===== src/rtl/rt_ibex_pcs_ctrl_if.sv =====
// ============================================================================
// rt_ibex_pcs_ctrl_if : core/LIFO handshake bundle for the PCS sequencer
// Revision: 1.0
// ============================================================================
`default_nettype none

interface rt_ibex_pcs_ctrl_if #(
  parameter int unsigned IrqLevelWidth = 8
);
  logic                     irq_ack_i;
  logic [IrqLevelWidth-1:0] irq_level_i;
  logic                     mret_req_i;
  logic                     mret_ack_o;
  logic                     lifo_push_o;
  logic                     lifo_pop_o;
  logic                     restore_en_o;
  logic                     stall_o;

  // master = core side, slave = the sequencer
  modport master (
    output irq_ack_i, irq_level_i, mret_req_i,
    input  mret_ack_o, lifo_push_o, lifo_pop_o, restore_en_o, stall_o
  );

  modport slave (
    input  irq_ack_i, irq_level_i, mret_req_i,
    output mret_ack_o, lifo_push_o, lifo_pop_o, restore_en_o, stall_o
  );
endinterface

`default_nettype wire


===== src/rtl/rt_ibex_pcs_ctrl.sv =====
// ============================================================================
// rt_ibex_pcs_ctrl : push/pop sequencer for the preemptible context-save LIFO
// Revision: 1.0
// ============================================================================
`default_nettype none

module rt_ibex_pcs_ctrl #(
  parameter int unsigned MaxDepth       = 8,
  parameter int unsigned IrqLevelWidth  = 8,
  parameter int unsigned RestoreLatency = 2
) (
  input  logic                             clk_i,
  input  logic                             rst_ni,
  rt_ibex_pcs_ctrl_if.slave                bus,
  output logic [$clog2(MaxDepth+1)-1:0]    depth_o,
  output logic [IrqLevelWidth-1:0]         curr_level_o,
  output logic                             overflow_o,
  output logic                             underflow_o,
  output logic                             level_err_o
);

  localparam int unsigned DepthW = $clog2(MaxDepth + 1);
  localparam int unsigned IdxW   = (MaxDepth > 1) ? $clog2(MaxDepth) : 1;
  localparam int unsigned CntW   = $clog2(RestoreLatency + 1);

  localparam logic [DepthW-1:0] DepthMax = DepthW'(MaxDepth);
  localparam logic [CntW-1:0]   CntInit  = CntW'(RestoreLatency - 1);

  typedef enum logic [2:0] {
    StIdle    = 3'd0,
    StPush    = 3'd1,
    StPop     = 3'd2,
    StPopWait = 3'd3,
    StRestore = 3'd4
  } state_e;

  state_e                   state_q, state_d;
  logic [DepthW-1:0]        depth_q, depth_d;
  logic [IrqLevelWidth-1:0] level_q, level_d;
  logic [CntW-1:0]          cnt_q, cnt_d;
  logic                     pend_q, pend_d;
  logic [IrqLevelWidth-1:0] pend_level_q, pend_level_d;
  logic                     overflow_q, overflow_d;
  logic                     underflow_q, underflow_d;
  logic                     level_err_q, level_err_d;
  logic                     uf_ack_q, uf_ack_d;

  logic [IrqLevelWidth-1:0] level_stack_q [MaxDepth];
  logic                     stack_we;
  logic [IdxW-1:0]          stack_widx;
  logic [IdxW-1:0]          stack_ridx;
  logic                     ack_any;
  logic [IrqLevelWidth-1:0] ack_level;

  assign stack_widx = IdxW'(depth_q);
  assign stack_ridx = IdxW'(depth_q - DepthW'(1));

  // A held pending ack is older than one arriving now, so it is served first.
  assign ack_any   = pend_q | bus.irq_ack_i;
  assign ack_level = pend_q ? pend_level_q : bus.irq_level_i;

  always_comb begin
    state_d      = state_q;
    depth_d      = depth_q;
    level_d      = level_q;
    cnt_d        = cnt_q;
    pend_d       = pend_q;
    pend_level_d = pend_level_q;
    overflow_d   = overflow_q;
    underflow_d  = underflow_q;
    level_err_d  = level_err_q;
    uf_ack_d     = 1'b0;
    stack_we     = 1'b0;

    if (bus.irq_ack_i) begin
      pend_d       = 1'b1;
      pend_level_d = bus.irq_level_i;
    end

    unique case (state_q)
      StIdle: begin
        if (ack_any) begin
          pend_d = pend_q & bus.irq_ack_i;
          if (depth_q == DepthMax) begin
            overflow_d = 1'b1;
          end else begin
            if (ack_level <= level_q) level_err_d = 1'b1;
            stack_we = 1'b1;
            depth_d  = depth_q + DepthW'(1);
            level_d  = ack_level;
            state_d  = StPush;
          end
        end else if (bus.mret_req_i && !uf_ack_q) begin
          // uf_ack_q masks the request still held during the ack cycle
          if (depth_q == '0) begin
            underflow_d = 1'b1;
            uf_ack_d    = 1'b1;
          end else begin
            state_d = StPop;
          end
        end
      end
      StPush: state_d = StIdle;
      StPop: begin
        depth_d = depth_q - DepthW'(1);
        level_d = level_stack_q[stack_ridx];
        cnt_d   = CntInit;
        state_d = (RestoreLatency == 1) ? StRestore : StPopWait;
      end
      StPopWait: begin
        if (cnt_q <= CntW'(1)) state_d = StRestore;
        else                   cnt_d   = cnt_q - CntW'(1);
      end
      StRestore: state_d = StIdle;
      default:   state_d = StIdle;
    endcase
  end

  always_ff @(posedge clk_i or negedge rst_ni) begin
    if (!rst_ni) begin
      state_q      <= StIdle;
      depth_q      <= '0;
      level_q      <= '0;
      cnt_q        <= '0;
      pend_q       <= 1'b0;
      pend_level_q <= '0;
      overflow_q   <= 1'b0;
      underflow_q  <= 1'b0;
      level_err_q  <= 1'b0;
      uf_ack_q     <= 1'b0;
    end else begin
      state_q      <= state_d;
      depth_q      <= depth_d;
      level_q      <= level_d;
      cnt_q        <= cnt_d;
      pend_q       <= pend_d;
      pend_level_q <= pend_level_d;
      overflow_q   <= overflow_d;
      underflow_q  <= underflow_d;
      level_err_q  <= level_err_d;
      uf_ack_q     <= uf_ack_d;
    end
  end

  for (genvar g = 0; g < MaxDepth; g++) begin : g_stack
    always_ff @(posedge clk_i or negedge rst_ni) begin
      if (!rst_ni) begin
        level_stack_q[g] <= '0;
      end else if (stack_we && (stack_widx == IdxW'(g))) begin
        level_stack_q[g] <= level_q;
      end
    end
  end

  assign bus.lifo_push_o  = (state_q == StPush);
  assign bus.lifo_pop_o   = (state_q == StPop);
  assign bus.restore_en_o = (state_q == StRestore);
  assign bus.mret_ack_o   = (state_q == StRestore) | uf_ack_q;
  assign bus.stall_o      = (state_q != StIdle);

  assign depth_o      = depth_q;
  assign curr_level_o = level_q;
  assign overflow_o   = overflow_q;
  assign underflow_o  = underflow_q;
  assign level_err_o  = level_err_q;

endmodule

`default_nettype wire


===== src/flat_wrapper.sv =====
// flat-port wrapper written by rule: the top's interface ports become plain ports
module rt_ibex_pcs_ctrl_flat 
#(
  parameter int unsigned MaxDepth       = 8,
  parameter int unsigned IrqLevelWidth  = 8,
  parameter int unsigned RestoreLatency = 2
)
  (clk_i, rst_ni, depth_o, curr_level_o, overflow_o, underflow_o, level_err_o, bus_irq_ack_i, bus_irq_level_i, bus_mret_req_i, bus_mret_ack_o, bus_lifo_push_o, bus_lifo_pop_o, bus_restore_en_o, bus_stall_o);
  rt_ibex_pcs_ctrl_if #(.IrqLevelWidth(IrqLevelWidth)) bus_i ();
  input  logic clk_i;
  input  logic rst_ni;
  output logic [$clog2(MaxDepth+1)-1:0] depth_o;
  output logic [IrqLevelWidth-1:0] curr_level_o;
  output logic overflow_o;
  output logic underflow_o;
  output logic level_err_o;
  input wire logic [$bits(bus_i.irq_ack_i)-1:0] bus_irq_ack_i;
  input wire logic [$bits(bus_i.irq_level_i)-1:0] bus_irq_level_i;
  input wire logic [$bits(bus_i.mret_req_i)-1:0] bus_mret_req_i;
  output wire logic [$bits(bus_i.mret_ack_o)-1:0] bus_mret_ack_o;
  output wire logic [$bits(bus_i.lifo_push_o)-1:0] bus_lifo_push_o;
  output wire logic [$bits(bus_i.lifo_pop_o)-1:0] bus_lifo_pop_o;
  output wire logic [$bits(bus_i.restore_en_o)-1:0] bus_restore_en_o;
  output wire logic [$bits(bus_i.stall_o)-1:0] bus_stall_o;
  assign bus_i.irq_ack_i = bus_irq_ack_i;
  assign bus_i.irq_level_i = bus_irq_level_i;
  assign bus_i.mret_req_i = bus_mret_req_i;
  assign bus_mret_ack_o = bus_i.mret_ack_o;
  assign bus_lifo_push_o = bus_i.lifo_push_o;
  assign bus_lifo_pop_o = bus_i.lifo_pop_o;
  assign bus_restore_en_o = bus_i.restore_en_o;
  assign bus_stall_o = bus_i.stall_o;
  rt_ibex_pcs_ctrl #(.MaxDepth(MaxDepth), .IrqLevelWidth(IrqLevelWidth), .RestoreLatency(RestoreLatency)) u_core (.clk_i(clk_i), .rst_ni(rst_ni), .bus(bus_i), .depth_o(depth_o), .curr_level_o(curr_level_o), .overflow_o(overflow_o), .underflow_o(underflow_o), .level_err_o(level_err_o));
endmodule

===== config.mk =====
export PLATFORM = sky130hd
export DESIGN_NAME = rt_ibex_pcs_ctrl_flat
export DESIGN_NICKNAME = d
export VERILOG_FILES = /design/src/rtl/rt_ibex_pcs_ctrl_if.sv /design/src/rtl/rt_ibex_pcs_ctrl.sv /design/src/flat_wrapper.sv
export SDC_FILE = /design/constraint.sdc
export NUM_CORES = 1
export LEC_CHECK = 0
export BUFFER_PORTS_ARGS = -buffer_cell sky130_fd_sc_hd__buf_4
export CORE_MARGIN = 4
export CORE_UTILIZATION = 55
export CTS_CLUSTER_SIZE = 14
export DETAILED_ROUTE_END_ITERATION = 10
export GPL_TIMING_DRIVEN = 0
export PLACE_DENSITY = 0.86
export RECOVER_POWER = 100
export SYNTH_ARGS = -nofsm -noshare
export SYNTH_HDL_FRONTEND = slang
export SYNTH_SLANG_ARGS = --single-unit

===== constraint.sdc =====
create_clock -name clk_i -period 4.7 [get_ports clk_i]
set_input_delay 0.47 -clock clk_i [delete_from_list [all_inputs] [get_ports clk_i]]
set_output_delay 0.47 -clock clk_i [all_outputs]
set_load 0.01 [all_outputs]

## Word-level counts from Yosys, hierarchy flattened

Cells that the tools add are included.

- Register bits: 94
- Input bits: 12
- Output and inout port bits: 20

- Add/subtract/negate cells: 3
- Order comparisons: 3
- Equal/unequal tests: 19
- Multiplexer cells: 28
- Bitwise gates (word level): 6
- Reductions and logical operators: 22

Operators by type and width:

| kind | count |
|---|---|
| $mux W8 | 5 |
| $bmux W8 S3 | 1 |
| $pmux W8 S2 | 1 |
| $eq A3 B3 Y1 const B | 5 |
| $mux W3 | 5 |
| $eq A3 B2 Y1 const B | 4 |
| $reduce_and A4 Y1 | 3 |
| $mux W1 | 10 |
| $logic_and A1 B1 Y1 | 9 |
| $pmux W3 S3 | 1 |
| $le A8 B8 Y1 | 1 |
| $mux W4 | 2 |
| $pmux W4 S2 | 1 |
| $eq A3 B1 Y1 const B | 2 |
| $logic_not A3 Y1 | 2 |
| $reduce_and A3 Y1 | 2 |
| $add A4 B1 Y4 const B | 1 |
| $eq A4 B4 Y1 const B | 1 |
| $ge A4 B4 Y1 const B | 1 |
| $logic_not A4 Y1 | 1 |
| $ne A2 B1 Y1 const B | 2 |
| $ne A2 B2 Y1 const B | 2 |
| $not A3 Y4 | 1 |
| $pmux W2 S2 | 1 |
| other kinds (14) | 17 |

## Depth between registers and ports, before layout

- Depth in word-level cells: 6
- Gate-level depth with buffers: 11
- Depth with buffers taken out: 7

## Worst setup path before layout

OpenSTA, ideal clock, no wires.

- Path kind: reg-to-reg
- Start: reg u_core.depth_q[0], in the netlist u_core.depth_o[0]
- End: reg u_core.level_q[0], in the netlist u_core.curr_level_o[0]
- Setup time: 127 ps
- Data arrival time: 2,532 ps
- Data required time: 4,573 ps
- Path slack: 2,041 ps
- Stages on the path, launching flop included: 12
- Period minus slack after synthesis: 2,659 ps
- Cell sequence: dfrtp_1 buf_4 buf_2 inv_1 ha_1 or3b_4 a311oi_2 or4_1 buf_4 buf_6 nand2_1 o21ai_0

- Word-level cells in the longest chain between the ends: 6

RTL lines:

| item | line | text |
|---|---|---|
| start, declared | rt_ibex_pcs_ctrl.sv:38 | `logic [DepthW-1:0] depth_q, depth_d;` |
| start signal, assigned | rt_ibex_pcs_ctrl.sv:133 | `depth_q <= depth_d;` |
| $sub A4 B1 Y4 | -- |  |
| $not A3 Y4 (implied by the code) | rt_ibex_pcs_ctrl.sv:106 | `level_d = level_stack_q[stack_ridx];` |
| $bmux W8 S3 | rt_ibex_pcs_ctrl.sv:106 |  |
| $mux W8 (implied by the code) (2 in series) | rt_ibex_pcs_ctrl.sv:106 |  |
| $pmux W8 S2 | rt_ibex_pcs_ctrl.sv:80 | `unique case (state_q)` |
| end signal, assigned | rt_ibex_pcs_ctrl.sv:134 | `level_q <= level_d;` |
| end, declared | rt_ibex_pcs_ctrl.sv:39 | `logic [IrqLevelWidth-1:0] level_q, level_d;` |

Parallel ways exist; a longest one is shown, timed or not. The select of a mux whose other input is x is not followed.
A chain may end at the register's enable or synchronous reset.

## Worst setup path after layout

- Start: reg u_core.depth_q[0], in the netlist u_core.depth_o[0]
- End: reg u_core.level_stack_q[57] in the netlist's numbering

- Word-level cells in the longest chain between the ends: 5

RTL lines:

| item | line | text |
|---|---|---|
| $eq A4 B4 Y1 | rt_ibex_pcs_ctrl.sv:84 | `if (depth_q == DepthMax) begin` |
| $mux W1 | rt_ibex_pcs_ctrl.sv:84 |  |
| $mux W1 | rt_ibex_pcs_ctrl.sv:82 | `if (ack_any) begin` |
| $mux W1 | rt_ibex_pcs_ctrl.sv:80 |  |
| $logic_and A1 B1 Y1 (*) | rt_ibex_pcs_ctrl.sv:149 | `end else if (stack_we && (stack_widx == IdxW'(g))) begin` |
| end signal, assigned by index | rt_ibex_pcs_ctrl.sv:150 | `level_stack_q[g] <= level_q;` |
| end, declared | rt_ibex_pcs_ctrl.sv:48 | `logic [IrqLevelWidth-1:0] level_stack_q [MaxDepth];` |

Every way passes the cells marked *; elsewhere a longest branch is shown, timed or not.

==> results.txt <==
kind of critical path: reg -> reg
clock buffer depth: 2
syn avg cell area: 12.0 um^2
largest net degree at the start of global routing: 95
Synth cell types: 45
type of destination of the critical path: flop
part of the power in combinational logic: 44.9%
area overhead of the layout relative to synthesis: 10.7%
post-CTS setup buffer count: 0
setup repair after global routing missed its margin: no
ports placed on the boundary: 32
iteration-0 DRC count of the detailed router: 230
count of flip-flops with a built-in enable after synthesis: 0
total nets after synthesis: 399
maximum fanout count along the critical path: 10
per-cell via count in the routed design: 6.06
FFs w/ async S/R, synth: 100%
launch point of the worst path: u_core.depth_o[0]
count of hold buffers inserted by post-cts repair: 0
number of cells produced by synthesis: 371
internal power: 2.15 mW
clock tree from TritonCTS: yes
ANT nets after route: 0
leak pwr: 2.23 nW
DR DRC count: 0
worst reg2reg path startpoint: u_core.depth_o[0]
Max Slew Vio Count: 104
Core Box Area: 0.00781 mm^2
HPWL after DPL: 6820 um
post-detailed-route wirelength per cell: 19.4 um
fraction of power consumed by the clock network: 16.6%
endpoints failing hold: 0
Detailed Route WL: 10,100 um
type of the tightest min-delay check: in -> reg
highest clock rate: 276 MHz
type of origin of the critical path: flop
total of max-cap violations: 2
source of the worst hold timing path: bus_irq_level_i[3]
global-route usage over all layers: 22.6%
number of antenna violations at the first check in global routing: 0
total of buffers placed on input and output ports: 31
Final Power: 3.51 mW
#FFs+latches synth: 94
Seq/Total Area, Yosys: 52.7%
summed instance area of the synthesized netlist: 0.00446 mm^2
H-tree Lvls: 3
number of diodes added for antenna fixing: 0
post-CTS clock slew at the launch and capture registers of the worst setup and hold paths: 0.09 ns
final estimated routing congestion in global placement: 0.923
Pre-antenna DRT Iters: 5
Worst slew margin: -52.9%
net switching power: 1.36 mW
fraction of the cycle the final worst path needs: 77.0%
Required @ worst endpoint: 4.95 ns
remaining global-route overflow: 0
initial core utilization: 57.1%
fraction of layout instances using a drive strength above 1: 23.7%
total number of nets in the final design: 441
Power Dens Cells: 711 mW/mm^2
time the final worst path needs with I/O delays and setup: 3.62 ns
area of all placed cells without fillers: 0.00494 mm^2
slack of the worst reg-to-reg path: 1.08 ns
wire length of the first global-routing pass: 17,000 um
aggregate negative setup slack: 0 ns
height of the chip: 98.0 um
Sw Ratio: 38.8%
skew final: 0.00974 ns
arrival time worst endpoint: 3.86 ns
run status: finished, violations left
Setup-failing EPs final: 0
clock latency at the later pin of the worst-skew pair: 0.37 ns
clock root buffer: clkbuf_8
number of rows created at floorplan: 32
sequential fraction of design power: 38.6%
worst slew pin tran: 2.29 ns
violations in the final reports: max-capacitance violations, max-slew violations
most used flip-flop cell after synthesis: dfrtp_1
yosys synthesis warning count: 0
number of global-route vias before repair: 3,313
Num Clock Sinks: 94
VDD IR-drop max: 0.336 mV
total number of vias: 3,152
overall die width: 98.0 um
area of the die: 0.00961 mm^2
placed standard-cell area: 0.00482 mm^2
# resized after CTS: 0
total CTS buffers: 9
## cell usage after synthesis (all sizes together) (2+ instances only)
| cell | n | area [um^2] |
|---|---|---|
| o21ai | 39 | 195 |
| a21oi | 9 | 48.8 |
| o22ai | 7 | 43.8 |
| nand4 | 4 | 25.0 |
| inv | 15 | 56.3 |
| or2 | 6 | 37.5 |
| dfrtp | 94 | 2350 |
| mux4 | 16 | 360 |
| clkbuf | 7 | 26.3 |
| o31ai | 7 | 52.6 |
| buf | 9 | 63.8 |
| nand3b | 3 | 22.5 |
| nand2 | 52 | 195 |
| nand3 | 4 | 20.0 |
| nor3 | 6 | 40.0 |
| nor2 | 12 | 47.6 |
| mux2 | 44 | 495 |
| xor2 | 2 | 17.5 |
| ha | 16 | 200 |
## cells in the final DEF (no fill, tap or decap), drive strengths merged, types with 7 or more instances in the layout
| cell | Yosys | routed |
|---|---|---|
| inv | 15 | 15 |
| o21ai | 39 | 39 |
| ha | 16 | 16 |
| dfrtp | 94 | 94 |
| nor2 | 12 | 12 |
| o22ai | 7 | 7 |
| o31ai | 7 | 7 |
| a21oi | 9 | 9 |
| mux2 | 44 | 44 |
| clkbuf | 7 | 43 |
| nand2 | 52 | 52 |
| buf | 9 | 16 |
| mux4 | 16 | 16 |
## logic make-up after synthesis
family	after synthesis	synth area share, %
buffers and inverters	31	3.28
and+or+nand+nor	95	10.0
AOI/OAI and AO/OA	70	9.20
DFF	94	52.7
xor gates and xnor gates	3	0.589
adders and majority gates	17	4.71
muxes	61	19.4
## flip-flops by register name, indices dropped and copies added (netlist names)
| register | count |
|---|---|
| u_core.depth_o | 4 |
| u_core.cnt_q | 2 |
| u_core.uf_ack_q | 1 |
| u_core.overflow_o | 1 |
| u_core.level_stack_q | 64 |
| u_core.underflow_o | 1 |
| u_core.pend_q | 1 |
| u_core.level_err_o | 1 |
| u_core.curr_level_o | 8 |
| u_core.state_q | 3 |
| u_core.pend_level_q | 8 |
## metal layers
| layer | up-vias | track usage [%] | wire length [um] |
|---|---|---|---|
| met5 | - | 0 | 0 |
| met4 | 0 | 6.82 | 184 |
| met3 | 27 | 5.64 | 612 |
| met2 | 125 | 38.3 | 5160 |
| met1 | 1589 | 28.6 | 4130 |
| li1 | 1411 | - | - |
## worst paths after layout
path,cells after the start,end
worst min register to register,1,u_core.underflow_o
worst max register to register,7,u_core.level_stack_q[57]
worst min-delay path,2,u_core.pend_level_q[3]
max in group asynchronous,1,u_core.level_stack_q[14]
min in group asynchronous,1,u_core.depth_o[2]
worst max-delay path,7,u_core.level_stack_q[57]
## power groups by stage
stage               logic [mW]  registers [mW]  clock network, mW
CTS                       1.64            1.35              0.586
global route              1.73            1.40              0.622
global placement          1.56            1.34                  0
finish                    1.57            1.35              0.581
floorplan                 1.13            1.32                  0
detailed placement        1.61            1.37                  0
## worst max-delay path, cell delays in order (launching register included)
cell and delay, ns:
dfrtp_1 0.44, buf_4 0.23, clkbuf_1 0.35, inv_1 0.24, ha_1 0.21, or3b_1 0.41, nor3_1 1.18, mux2_2 0.44
## stage by stage
stage / util (%) / hold WS, ns / setup WS (ns) / instances
after floorplan: - / 0.174 / 2.04 / 371
after global placement: 61.7 / 0.456 / 1.61 / 504
after detailed placement: 61.7 / 0.461 / 1.61 / 504
after CTS: 64.5 / 0.332 / 1.56 / 520
after global routing: 63.2 / 0.330 / 0.835 / 520
final: 63.2 / 0.344 / 1.08 / 520
## cell type report
class / count / area, um^2
well taps: 102 / 128
plain buffers: 16 / 83.8
multi-input cells: 246 / 1940
clock buffers: 12 / 145
clock inverters: 4 / 70.1
inverters: 15 / 56.3
repair buffers: 31 / 159
flip-flops and latches: 94 / 2350
fillers: 619 / 2870
Power figures use the tool's default switching activity.
